$ cat config.mk
export PLATFORM = sky130hd
export DESIGN_NAME = spi_rx_fifo_flat
export DESIGN_NICKNAME = d
export VERILOG_FILES = /design/src/rtl/spi_rx_fifo_if.sv /design/src/rtl/spi_rx_fifo.sv /design/src/flat_wrapper.sv
export SDC_FILE = /design/constraint.sdc
export NUM_CORES = 1
export LEC_CHECK = 0
export BUFFER_PORTS_ARGS = -buffer_cell sky130_fd_sc_hd__buf_2
export CAP_MARGIN = 20
export CORE_MARGIN = 2
export CORE_UTILIZATION = 40
export DETAILED_ROUTE_END_ITERATION = 8
export MAX_ROUTING_LAYER = met4
export PLACE_DENSITY = 0.57
export SLEW_MARGIN = 20
export SYNTH_ARGS = -nofsm -noshare
export SYNTH_HDL_FRONTEND = slang
export SYNTH_SLANG_ARGS = --single-unit
$ cat constraint.sdc
create_clock -name clk -period 3.5 [get_ports clk]
set_input_delay 0.7 -clock clk [delete_from_list [all_inputs] [get_ports clk]]
set_output_delay 0.7 -clock clk [all_outputs]
set_load 0.01 [all_outputs]
$ cat src/rtl/spi_rx_fifo_if.sv
// spi_rx_fifo_if -- pin/handshake bundle for the spi_rx_fifo receiver.
//   spi_clk, spi_mosi, spi_cs : asynchronous SPI pins (spi_cs active-low)
//   mode                      : {CPOL,CPHA}, latched by the receiver at frame start
//   out_data, out_first       : FIFO head word and its first-word-of-frame flag
//   out_valid / out_ready     : first-word-fall-through pop handshake
//   level, overflow, busy     : words held, dropped-word pulse, frame in progress
// master = the side driving the SPI pins and out_ready; slave = the receiver.
interface spi_rx_fifo_if #(
  parameter int WORD_BITS  = 32,
  parameter int FIFO_DEPTH = 4
);
  localparam int LVL_W = $clog2(FIFO_DEPTH) + 1;

  logic                 spi_clk;
  logic                 spi_mosi;
  logic                 spi_cs;
  logic [1:0]           mode;
  logic [WORD_BITS-1:0] out_data;
  logic                 out_first;
  logic                 out_valid;
  logic                 out_ready;
  logic [LVL_W-1:0]     level;
  logic                 overflow;
  logic                 busy;

  modport master (
    output spi_clk, spi_mosi, spi_cs, mode, out_ready,
    input  out_data, out_first, out_valid, level, overflow, busy
  );

  modport slave (
    input  spi_clk, spi_mosi, spi_cs, mode, out_ready,
    output out_data, out_first, out_valid, level, overflow, busy
  );
endinterface

$ cat src/rtl/spi_rx_fifo.sv
// spi_rx_fifo -- SPI slave receiver feeding a first-word-fall-through FIFO.
// The SPI pins are oversampled in the clk domain (spi_clk <= clk/4). Each
// completed WORD_BITS word is pushed with a flag marking the first word of a
// spi_cs frame. A partial word is discarded when spi_cs rises.
// Ports:
//   clk    : system clock, the only clock
//   resetn : asynchronous active-low reset
//   bus    : spi_rx_fifo_if.slave (SPI pins, mode, pop handshake, status)
// Optional feature: define SPI_RX_FIFO_TIMEOUT_EN to abort a partial word
// after TIMEOUT_CYCLES clk cycles without a sample edge (frame stays open).
module spi_rx_fifo #(
  parameter int WORD_BITS      = 32,
  parameter int FIFO_DEPTH     = 4,
  parameter bit LSBFIRST       = 1'b0,
  parameter int TIMEOUT_CYCLES = 64
) (
  input  logic          clk,
  input  logic          resetn,
  spi_rx_fifo_if.slave  bus
);
  localparam int PTR_W = $clog2(FIFO_DEPTH);
  localparam int LVL_W = $clog2(FIFO_DEPTH) + 1;
  localparam int CNT_W = $clog2(WORD_BITS);
  localparam logic [CNT_W-1:0] LAST_BIT = CNT_W'(WORD_BITS - 1);
  localparam logic [LVL_W-1:0] FULL_LVL = LVL_W'(FIFO_DEPTH);

  localparam logic [1:0] ST_IDLE  = 2'd0;
  localparam logic [1:0] ST_SHIFT = 2'd1;
  localparam logic [1:0] ST_PUSH  = 2'd2;

  // ---------------- pin synchronizers ----------------
  logic [1:0] sclk_sync_q, mosi_sync_q, cs_sync_q;
  logic       sclk_prev_q, cs_prev_q;
  logic [1:0] sync_ok_q;   // fills with 1s once the sync chains hold real pin samples
  logic       cs_armed_q;  // spi_cs has been seen high since reset

  // NOTE: sequential state uses non-blocking assignments so every flop samples
  // pre-edge values; blocking here would collapse the two-flop synchronizer.
  always_ff @(posedge clk or negedge resetn) begin
    if (!resetn) begin
      sclk_sync_q <= 2'b00;
      mosi_sync_q <= 2'b00;
      cs_sync_q   <= 2'b11;
      sclk_prev_q <= 1'b0;
      cs_prev_q   <= 1'b1;
      sync_ok_q   <= 2'b00;
      cs_armed_q  <= 1'b0;
    end else begin
      sclk_sync_q <= {sclk_sync_q[0], bus.spi_clk};
      mosi_sync_q <= {mosi_sync_q[0], bus.spi_mosi};
      cs_sync_q   <= {cs_sync_q[0], bus.spi_cs};
      sclk_prev_q <= sclk_sync_q[1];
      cs_prev_q   <= cs_sync_q[1];
      sync_ok_q   <= {sync_ok_q[0], 1'b1};
      if (sync_ok_q[1] && cs_sync_q[1]) cs_armed_q <= 1'b1;
    end
  end

  logic sclk_s, mosi_s, cs_s;
  assign sclk_s = sclk_sync_q[1];
  assign mosi_s = mosi_sync_q[1];
  assign cs_s   = cs_sync_q[1];

  // The reset value of the cs chain (high) would otherwise look like a falling
  // edge if spi_cs is held low through reset; a frame only starts after cs was high.
  logic cs_fall;
  assign cs_fall = cs_armed_q & cs_prev_q & ~cs_s;

  // ---------------- receive FSM ----------------
  logic [1:0]           state_q, state_d;
  logic [CNT_W-1:0]     cnt_q, cnt_d;
  logic [WORD_BITS-1:0] shreg_q, shreg_d;
  logic                 first_q, first_d;
  logic [1:0]           mode_q, mode_d;
  logic                 push;
  logic                 sample_edge;
  logic                 timeout_hit;

  // Sample on the leading edge (CPHA=0) or trailing edge (CPHA=1). The edge
  // is leading when spi_clk moves to !CPOL, so the sample level is !(CPOL^CPHA).
  assign sample_edge = (sclk_s != sclk_prev_q) && (sclk_s == ~(mode_q[1] ^ mode_q[0]));

`ifdef SPI_RX_FIFO_TIMEOUT_EN
  localparam int TO_W = $clog2(TIMEOUT_CYCLES + 1);
  logic [TO_W-1:0] to_cnt_q, to_cnt_d, to_inc;
  logic            to_run;

  // Idle time is counted only while a partial word is held in an open frame.
  assign to_run      = (state_q == ST_SHIFT) && !cs_s && (cnt_q != '0) && !sample_edge;
  assign to_inc      = to_cnt_q + 1'b1;
  assign timeout_hit = to_run && (to_inc == TO_W'(TIMEOUT_CYCLES));
  assign to_cnt_d    = (to_run && !timeout_hit) ? to_inc : '0;

  always_ff @(posedge clk or negedge resetn) begin
    if (!resetn) to_cnt_q <= '0;
    else         to_cnt_q <= to_cnt_d;
  end
`else
  assign timeout_hit = 1'b0;
`endif

  // NOTE: every output of this block gets a default first, so no path leaves
  // a variable unassigned and no latch is inferred.
  always_comb begin
    state_d = state_q;
    cnt_d   = cnt_q;
    shreg_d = shreg_q;
    first_d = first_q;
    mode_d  = mode_q;
    push    = 1'b0;
    if (cs_fall) begin
      first_d = 1'b1;
      mode_d  = bus.mode;
    end
    case (state_q)
      ST_IDLE: begin
        if (cs_fall) begin
          state_d = ST_SHIFT;
          cnt_d   = '0;
        end
      end
      ST_SHIFT: begin
        if (cs_s) begin
          state_d = ST_IDLE;          // frame ended: partial word is dropped
          cnt_d   = '0;
        end else if (sample_edge) begin
          shreg_d = LSBFIRST ? {mosi_s, shreg_q[WORD_BITS-1:1]}
                             : {shreg_q[WORD_BITS-2:0], mosi_s};
          cnt_d   = cnt_q + 1'b1;
          if (cnt_q == LAST_BIT) state_d = ST_PUSH;
        end else if (timeout_hit) begin
          cnt_d = '0;
        end
      end
      ST_PUSH: begin
        push    = 1'b1;
        first_d = 1'b0;
        cnt_d   = '0;
        state_d = cs_s ? ST_IDLE : ST_SHIFT;
      end
      default: state_d = ST_IDLE;
    endcase
  end

  always_ff @(posedge clk or negedge resetn) begin
    if (!resetn) begin
      state_q <= ST_IDLE;
      cnt_q   <= '0;
      shreg_q <= '0;
      first_q <= 1'b0;
      mode_q  <= 2'b00;
    end else begin
      state_q <= state_d;
      cnt_q   <= cnt_d;
      shreg_q <= shreg_d;
      first_q <= first_d;
      mode_q  <= mode_d;
    end
  end

  // ---------------- FIFO ----------------
  logic [WORD_BITS:0] mem_q [FIFO_DEPTH];
  logic [PTR_W-1:0]   wr_ptr_q, rd_ptr_q;
  logic [LVL_W-1:0]   level_q;
  logic               overflow_q;
  logic               out_valid, pop, full, wr_en, drop;
  logic [WORD_BITS:0] head;

  assign out_valid = (level_q != '0);
  assign pop       = out_valid & bus.out_ready;
  assign full      = (level_q == FULL_LVL);
  assign wr_en     = push & (~full | pop);   // a same-cycle pop frees the slot
  assign drop      = push & full & ~pop;

  // NOTE: the storage array is not reset; only pointers and level are, and the
  // outputs are gated by out_valid so stale contents are never visible.
  always_ff @(posedge clk) begin
    if (wr_en) mem_q[wr_ptr_q] <= {shreg_q, first_q};
  end

  always_ff @(posedge clk or negedge resetn) begin
    if (!resetn) begin
      wr_ptr_q   <= '0;
      rd_ptr_q   <= '0;
      level_q    <= '0;
      overflow_q <= 1'b0;
    end else begin
      overflow_q <= drop;
      if (wr_en) wr_ptr_q <= wr_ptr_q + 1'b1;
      if (pop)   rd_ptr_q <= rd_ptr_q + 1'b1;
      if (wr_en && !pop)      level_q <= level_q + 1'b1;
      else if (pop && !wr_en) level_q <= level_q - 1'b1;
    end
  end

  assign head          = mem_q[rd_ptr_q];
  assign bus.out_data  = out_valid ? head[WORD_BITS:1] : '0;
  assign bus.out_first = out_valid & head[0];
  assign bus.out_valid = out_valid;
  assign bus.level     = level_q;
  assign bus.overflow  = overflow_q;
  assign bus.busy      = ~cs_s;
endmodule

$ cat src/flat_wrapper.sv
// flat-port wrapper written by rule: the top's interface ports become plain ports
module spi_rx_fifo_flat 
#(
  parameter int WORD_BITS      = 32,
  parameter int FIFO_DEPTH     = 4,
  parameter bit LSBFIRST       = 1'b0,
  parameter int TIMEOUT_CYCLES = 64
)
  (clk, resetn, bus_spi_clk, bus_spi_mosi, bus_spi_cs, bus_mode, bus_out_ready, bus_out_data, bus_out_first, bus_out_valid, bus_level, bus_overflow, bus_busy);
  spi_rx_fifo_if #(.WORD_BITS(WORD_BITS), .FIFO_DEPTH(FIFO_DEPTH)) bus_i ();
  input  logic clk;
  input  logic resetn;
  input wire logic [$bits(bus_i.spi_clk)-1:0] bus_spi_clk;
  input wire logic [$bits(bus_i.spi_mosi)-1:0] bus_spi_mosi;
  input wire logic [$bits(bus_i.spi_cs)-1:0] bus_spi_cs;
  input wire logic [$bits(bus_i.mode)-1:0] bus_mode;
  input wire logic [$bits(bus_i.out_ready)-1:0] bus_out_ready;
  output wire logic [$bits(bus_i.out_data)-1:0] bus_out_data;
  output wire logic [$bits(bus_i.out_first)-1:0] bus_out_first;
  output wire logic [$bits(bus_i.out_valid)-1:0] bus_out_valid;
  output wire logic [$bits(bus_i.level)-1:0] bus_level;
  output wire logic [$bits(bus_i.overflow)-1:0] bus_overflow;
  output wire logic [$bits(bus_i.busy)-1:0] bus_busy;
  assign bus_i.spi_clk = bus_spi_clk;
  assign bus_i.spi_mosi = bus_spi_mosi;
  assign bus_i.spi_cs = bus_spi_cs;
  assign bus_i.mode = bus_mode;
  assign bus_i.out_ready = bus_out_ready;
  assign bus_out_data = bus_i.out_data;
  assign bus_out_first = bus_i.out_first;
  assign bus_out_valid = bus_i.out_valid;
  assign bus_level = bus_i.level;
  assign bus_overflow = bus_i.overflow;
  assign bus_busy = bus_i.busy;
  spi_rx_fifo #(.WORD_BITS(WORD_BITS), .FIFO_DEPTH(FIFO_DEPTH), .LSBFIRST(LSBFIRST), .TIMEOUT_CYCLES(TIMEOUT_CYCLES)) u_core (.clk(clk), .resetn(resetn), .bus(bus_i));
endmodule
## After elaboration in Yosys (flattened, before gate mapping)

Memories as Yosys holds them, arrays and structs flattened.
Index checks and enable logic that the tools add are counted.

- Bits in registers: 61
- Memory bits (writable): 132
- Bits of input ports: 8
- Output and inout bits: 39
- Logic and storage cells: 76
- Memories: 1

Memories:

| name | words | bits a word | rd ports | clocked after Yosys merged registers in | write ports | line | source |
|---|---|---|---|---|---|---|---|
| u_core.mem_q | 4 | 33 | 1 | 0 | 1 | spi_rx_fifo.sv:162 | `logic [WORD_BITS:0] mem_q [FIFO_DEPTH];` |

- Add/sub/neg operators: 5
- Eq/ne operators: 9
- Muxes and demuxes: 18
- Bitwise logic cells: 13
- Reduce and logical (&&, ||, !) cells: 14

Operator list:

| cell | count |
|---|---|
| two-way mux 32 bit | 1 |
| two-way mux 5 bit | 3 |
| case mux 5 bit (3 select lines) | 1 |
| AND reduction 3 bit | 3 |
| two-way mux 2 bit | 4 |
| AND 1 bit | 7 |
| two-way mux 1 bit | 6 |
| two-way mux 3 bit | 2 |
| != test 3 x 1 -> 1 bit (second input constant) | 2 |
| case mux 2 bit (3 select lines) | 1 |
| nonzero test 3 bit | 2 |
| adder 5 x 1 -> 5 bit (second input constant) | 1 |
| equality test 5 bit (second input constant) | 1 |
| adder 2 x 1 -> 2 bit (second input constant) | 2 |
| logical AND 1 bit | 4 |
| inverter 1 bit | 4 |
| nonzero test 2 bit | 2 |
| adder 3 x 1 -> 3 bit (second input constant) | 1 |
| equality test 3 bit (second input constant) | 1 |
| subtractor 3 x 1 -> 3 bit (second input constant) | 1 |
| equality test 2 x 1 -> 1 bit (second input constant) | 1 |
| equality test 2 bit (second input constant) | 1 |
| zero test 1 bit | 2 |
| zero test 2 bit | 1 |
| other kinds (5) | 5 |

## Depth between registers and ports, before layout

- Depth after elaboration: 8
- Depth in mapped cells: 9
- Depth with buffers taken out: 8

## Least setup slack after synthesis

No wires, ideal clock.

- Path kind: input -> register
- From: input port bus_out_ready
- To: memory u_core.mem_q[0][0] in the netlist's numbering, enable pin
- Setup time: 0.393 ns
- Arrival time: 1.926 ns
- Required time: 3.107 ns
- Path slack: 1.181 ns
- Stages: 3
- Path buffers: 0
- Cells stage by stage: nor4b_1 > nor2_1 > and2_1

- Word-level cells in the longest chain between the ends: 5

RTL lines:

| element | line | source |
|---|---|---|
| from (decl) | flat_wrapper.sv:17 | `input wire logic [$bits(bus_i.out_ready)-1:0] bus_out_ready;` |
| AND 1 bit | spi_rx_fifo.sv:170 | `assign pop = out_valid & bus.out_ready;` |
| OR 1 bit | spi_rx_fifo.sv:172 | `assign wr_en = push & (~full \| pop);` |
| AND 1 bit | spi_rx_fifo.sv:172 |  |
| net u_core.wr_en | spi_rx_fifo.sv:166 | `logic out_valid, pop, full, wr_en, drop;` |
| two-way mux 1 bit | spi_rx_fifo.sv:178 | `if (wr_en) mem_q[wr_ptr_q] <= {shreg_q, first_q};` |
| two-way mux 1 bit (not written as such) | spi_rx_fifo.sv:178 |  |
| to (decl) | spi_rx_fifo.sv:162 |  |

The timed path passes the listed nets, and every way through them passes these cells.

## Final worst setup path

- From: register u_core.rd_ptr_q[0]
- To: output port bus_out_data[3]

- Word-level cells in the longest chain between the ends: 2

RTL lines:

| element | line | source |
|---|---|---|
| from (decl) | spi_rx_fifo.sv:163 | `logic [PTR_W-1:0] wr_ptr_q, rd_ptr_q;` |
| from (signal assigned) | spi_rx_fifo.sv:190 | `if (pop) rd_ptr_q <= rd_ptr_q + 1'b1;` |
| memory (4 x 33 bit) | -- |  |
| two-way mux 32 bit | spi_rx_fifo.sv:197 | `assign bus.out_data = out_valid ? head[WORD_BITS:1] : '0;` |
| to (decl) | flat_wrapper.sv:18 | `output wire logic [$bits(bus_i.out_data)-1:0] bus_out_data;` |

No other way between the ends.

==> results.json <==
{
  "grt_pass1_wl_mm": 20.63,
  "switching_share": 0.2609,
  "worstPathRequired_ns": 2.80,
  "synth_top_family_by_area": "multiplexers",
  "core_sq_um": 18150,
  "combPwrFrac": 0.164,
  "p_seq_frac": 0.499,
  "start_util": 0.4106,
  "cts_hold_buf": 0,
  "antennaDiodeCount": 0,
  "wl_met1_mm": 5.880,
  "avgViaCountPerCell": 5.108,
  "p_sw_w": 0.001386,
  "drt_iter0_drc": 257,
  "syn-cell-area_sq_um": 7452,
  "drv_slew": 0,
  "firstDrtPassIters": 4,
  "p_per_area_nw_per_um2": 622.3,
  "critPathMaxFanout": 21,
  "cts_buffers": 17,
  "synth_area_leaders": "edfxtp_1 (53%), dfrtp_1 (19%), mux4_2 (10%), mux2_2 (4.7%), and2_1 (3.2%)",
  "final_common_cell": "edfxtp_1",
  "drt_wl_total_mm": 12.93,
  "ctsRootBufferMaster": "clkbuf_16",
  "synthMuxAreaShare": 0.1560,
  "max_freq_ghz": 0.3372,
  "power.share.clock": 0.337,
  "syn_to_final_growth_pct": 14.57,
  "detail-route-antenna-nets": 0,
  "synth_top_area_frac": 0.5319,
  "worst_ir_drop_vdd_mv": 0.3524,
  "fin_worst_skew_ns": 0.01588,
  "crit_type": "flip-flop to output pin",
  "hold_path_class": "input port to asynchronous set/reset pin",
  "synth_nets": 397,
  "finalPower_w": 0.005313,
  "fin_crit_ns": 2.966,
  "yosys.area_share.adder": 0.01444,
  "setup_tns_ns": 0,
  "avgRoutedWirePerCell_um": 18.93,
  "num_io_pins": 47,
  "fin_ws_ns": 0.5342,
  "rows": 49,
  "grt_pass1_vias": 3695,
  "synth_xor_area_frac": 0.008227,
  "status": "complete, no violations",
  "nets": 457,
  "dr.max_layer_used": "met4",
  "ys_seq_area_frac": 0.7372,
  "die_x_um": 140.5,
  "antenna_found_initial": 0,
  "numPortBuffers": 46,
  "vias": 3489,
  "p_leak_nw": 3.204,
  "synthSimpleGateAreaFrac": 0.05423,
  "finalCritPeriodShare": 0.8474,
  "overflow": 0,
  "cap_violations": 0,
  "synth.distinct_cells": 42,
  "grt_usage": 0.1444,
  "critPathLaunchType": "flip-flop",
  "cts_setup_buffers": 0,
  "ctsResizeCount": 0,
  "nFillCells": 1543,
  "rsz0062_at_grt": "no",
  "final_cell_mix": "edfxtp_1 (132), dfrtp_1 (57), buf_2 (46)",
  "cp.arrival_ns": 2.27,
  "path_clk_slew_ns": 0.07,
  "drc_errors": 0,
  "h-tree-depth": 4,
  "setup_viol": 0,
  "yosys.area.top_type": "edfxtp_1",
  "place.gp.congestion": 0.6796,
  "layout-drive-gt1-share": 0.3436,
  "cts_tree": "yes",
  "syn_avg_cell_area_sq_um": 19.56,
  "place_ws_ns": 0.8924,
  "grt_max_degree": 34,
  "syn_inst": 381,
  "tightest_slew_ns": 0.5541,
  "finalHoldViolations": 0,
  "synth_compound_area_frac": 0.01461,
  "ys_seq_elements": 193,
  "fp.dieH_um": 140.5,
  "clk_latency_ns": 0.42,
  "endpoint_kind": "output pin",
  "ys.warnings.count": 0,
  "wl_met2_mm": 6.523,
  "p_int_w": 0.003927,
  "slew_headroom": 0.6200,
  "reg2reg_depth": 8,
  "fp.dieArea_sq_um": 19740,
  "cts.sinks": 193,
  "wl_met3_um": 374,
  "reg2reg_slack_ns": 1.16,
  "ctsLongestPathBuffers": 2,
  "dp_hpwl_mm": 7.474
}
-- flip-flops by register name, indices dropped and copies added, names as in the netlist, 2 cells and up --
signal	count
u_core.mem_q	132
u_core.state_q	2
u_core.bus.level	3
u_core.rd_ptr_q	2
u_core.sync_ok_q	2
u_core.sclk_sync_q	2
u_core.cs_sync_q	2
u_core.shreg_q	32
u_core.cnt_q	5
u_core.wr_ptr_q	2
u_core.mode_q	2
u_core.mosi_sync_q	2
-- worst max-delay path, cell delays in order (launching register included) --
cell and delay (ns):
dfrtp_2 0.70, buf_12 0.28, mux4_2 0.51, and2_1 0.19
buf_2 0.14
-- metrics by stage --
stage / utilization / hold WS (ns) / cell area [sq um] / instances
4_1_cts: 0.4705 / 0.2724 / 8538 / 683
3_3_place_gp: 0.4403 / 0.3330 / 7990 / 651
3_5_place_dp: 0.4403 / 0.3355 / 7990 / 651
6_report: 0.4705 / 0.2740 / 8538 / 683
5_1_grt: 0.4705 / 0.2789 / 8538 / 683
2_1_floorplan: - / 0.3312 / 7452 / 381
-- area by class of cell --
type	instances	area, sq um	area share
sequential	193	5495	0.6436
multi-input combinational	166	1848	0.2164
clock buffer	20	436.7	0.05114
timing repair buffer	57	337.8	0.03957
tap	229	286.5	0.03356
clock inverter	12	111.4	0.01304
inverter	6	22.52	0.002638
-- layer usage --
layer  vias up  GRT usage
li1       1593          -
met1      1823     0.1826
met2        61     0.2301
met3        12    0.03897
met4         0    0.04474
met5         -          -
-- kinds of logic after synthesis --
| kind of cell | Yosys count |
|---|---|
| other | 1 |
| and+or+nand+nor | 65 |
| xor gates and xnor gates | 7 |
| adders and majority gates | 8 |
| buffers and inverters | 22 |
| AOI/OAI and AO/OA | 15 |
| DFF | 193 |
| muxes | 70 |
-- synthesized netlist by cell type (all sizes together) --
cell / count
edfxtp: 132
dfrtp: 58
and2: 38
mux2: 36
mux4: 33
clkbuf: 9
buf: 7
ha: 7
inv: 6
xnor2: 5
nand2: 4
nand2b: 4
nand3: 4
dfstp: 3
nor2: 3
a31oi: 2
a32o: 2
and3b: 2
nand4: 2
nor3: 2
nor4b: 2
o211ai: 2
o21ai: 2
xor2: 2
a211o: 1
a211oi: 1
a21o: 1
a21oi: 1
and3: 1
conb: 1
fa: 1
mux2i: 1
nand3b: 1
nor2b: 1
o21a: 1
o21bai: 1
o31ai: 1
or3: 1
-- power groups by stage --
stage	clock network [W]	registers, W	logic (W)
2_1_floorplan	0	0.00261	0.000636
3_3_place_gp	0	0.00270	0.000886
3_5_place_dp	0	0.00270	0.000899
4_1_cts	0.00184	0.00266	0.000900
5_1_grt	0.00194	0.00267	0.000951
6_report	0.00179	0.00265	0.000870
-- worst paths after layout --
path                                                    to                       startpoint
min in group clk           u_core.sclk_sync_q[1]$_DFF_PN0_  u_core.sclk_sync_q[0]$_DFF_PN0_
max                                        bus_out_data[3]   u_core.rd_ptr_q[0]$_DFFE_PN0N_
min                         u_core.shreg_q[29]$_DFFE_PN0P_                           resetn
max reg2reg                u_core.bus.level[2]$_DFFE_PN0P_  u_core.bus.level[0]$_DFFE_PN0P_
min reg2reg                u_core.sclk_sync_q[1]$_DFF_PN0_  u_core.sclk_sync_q[0]$_DFF_PN0_
max in group asynchronous   u_core.shreg_q[16]$_DFFE_PN0P_                           resetn
(Power assumes the default switching activity.)
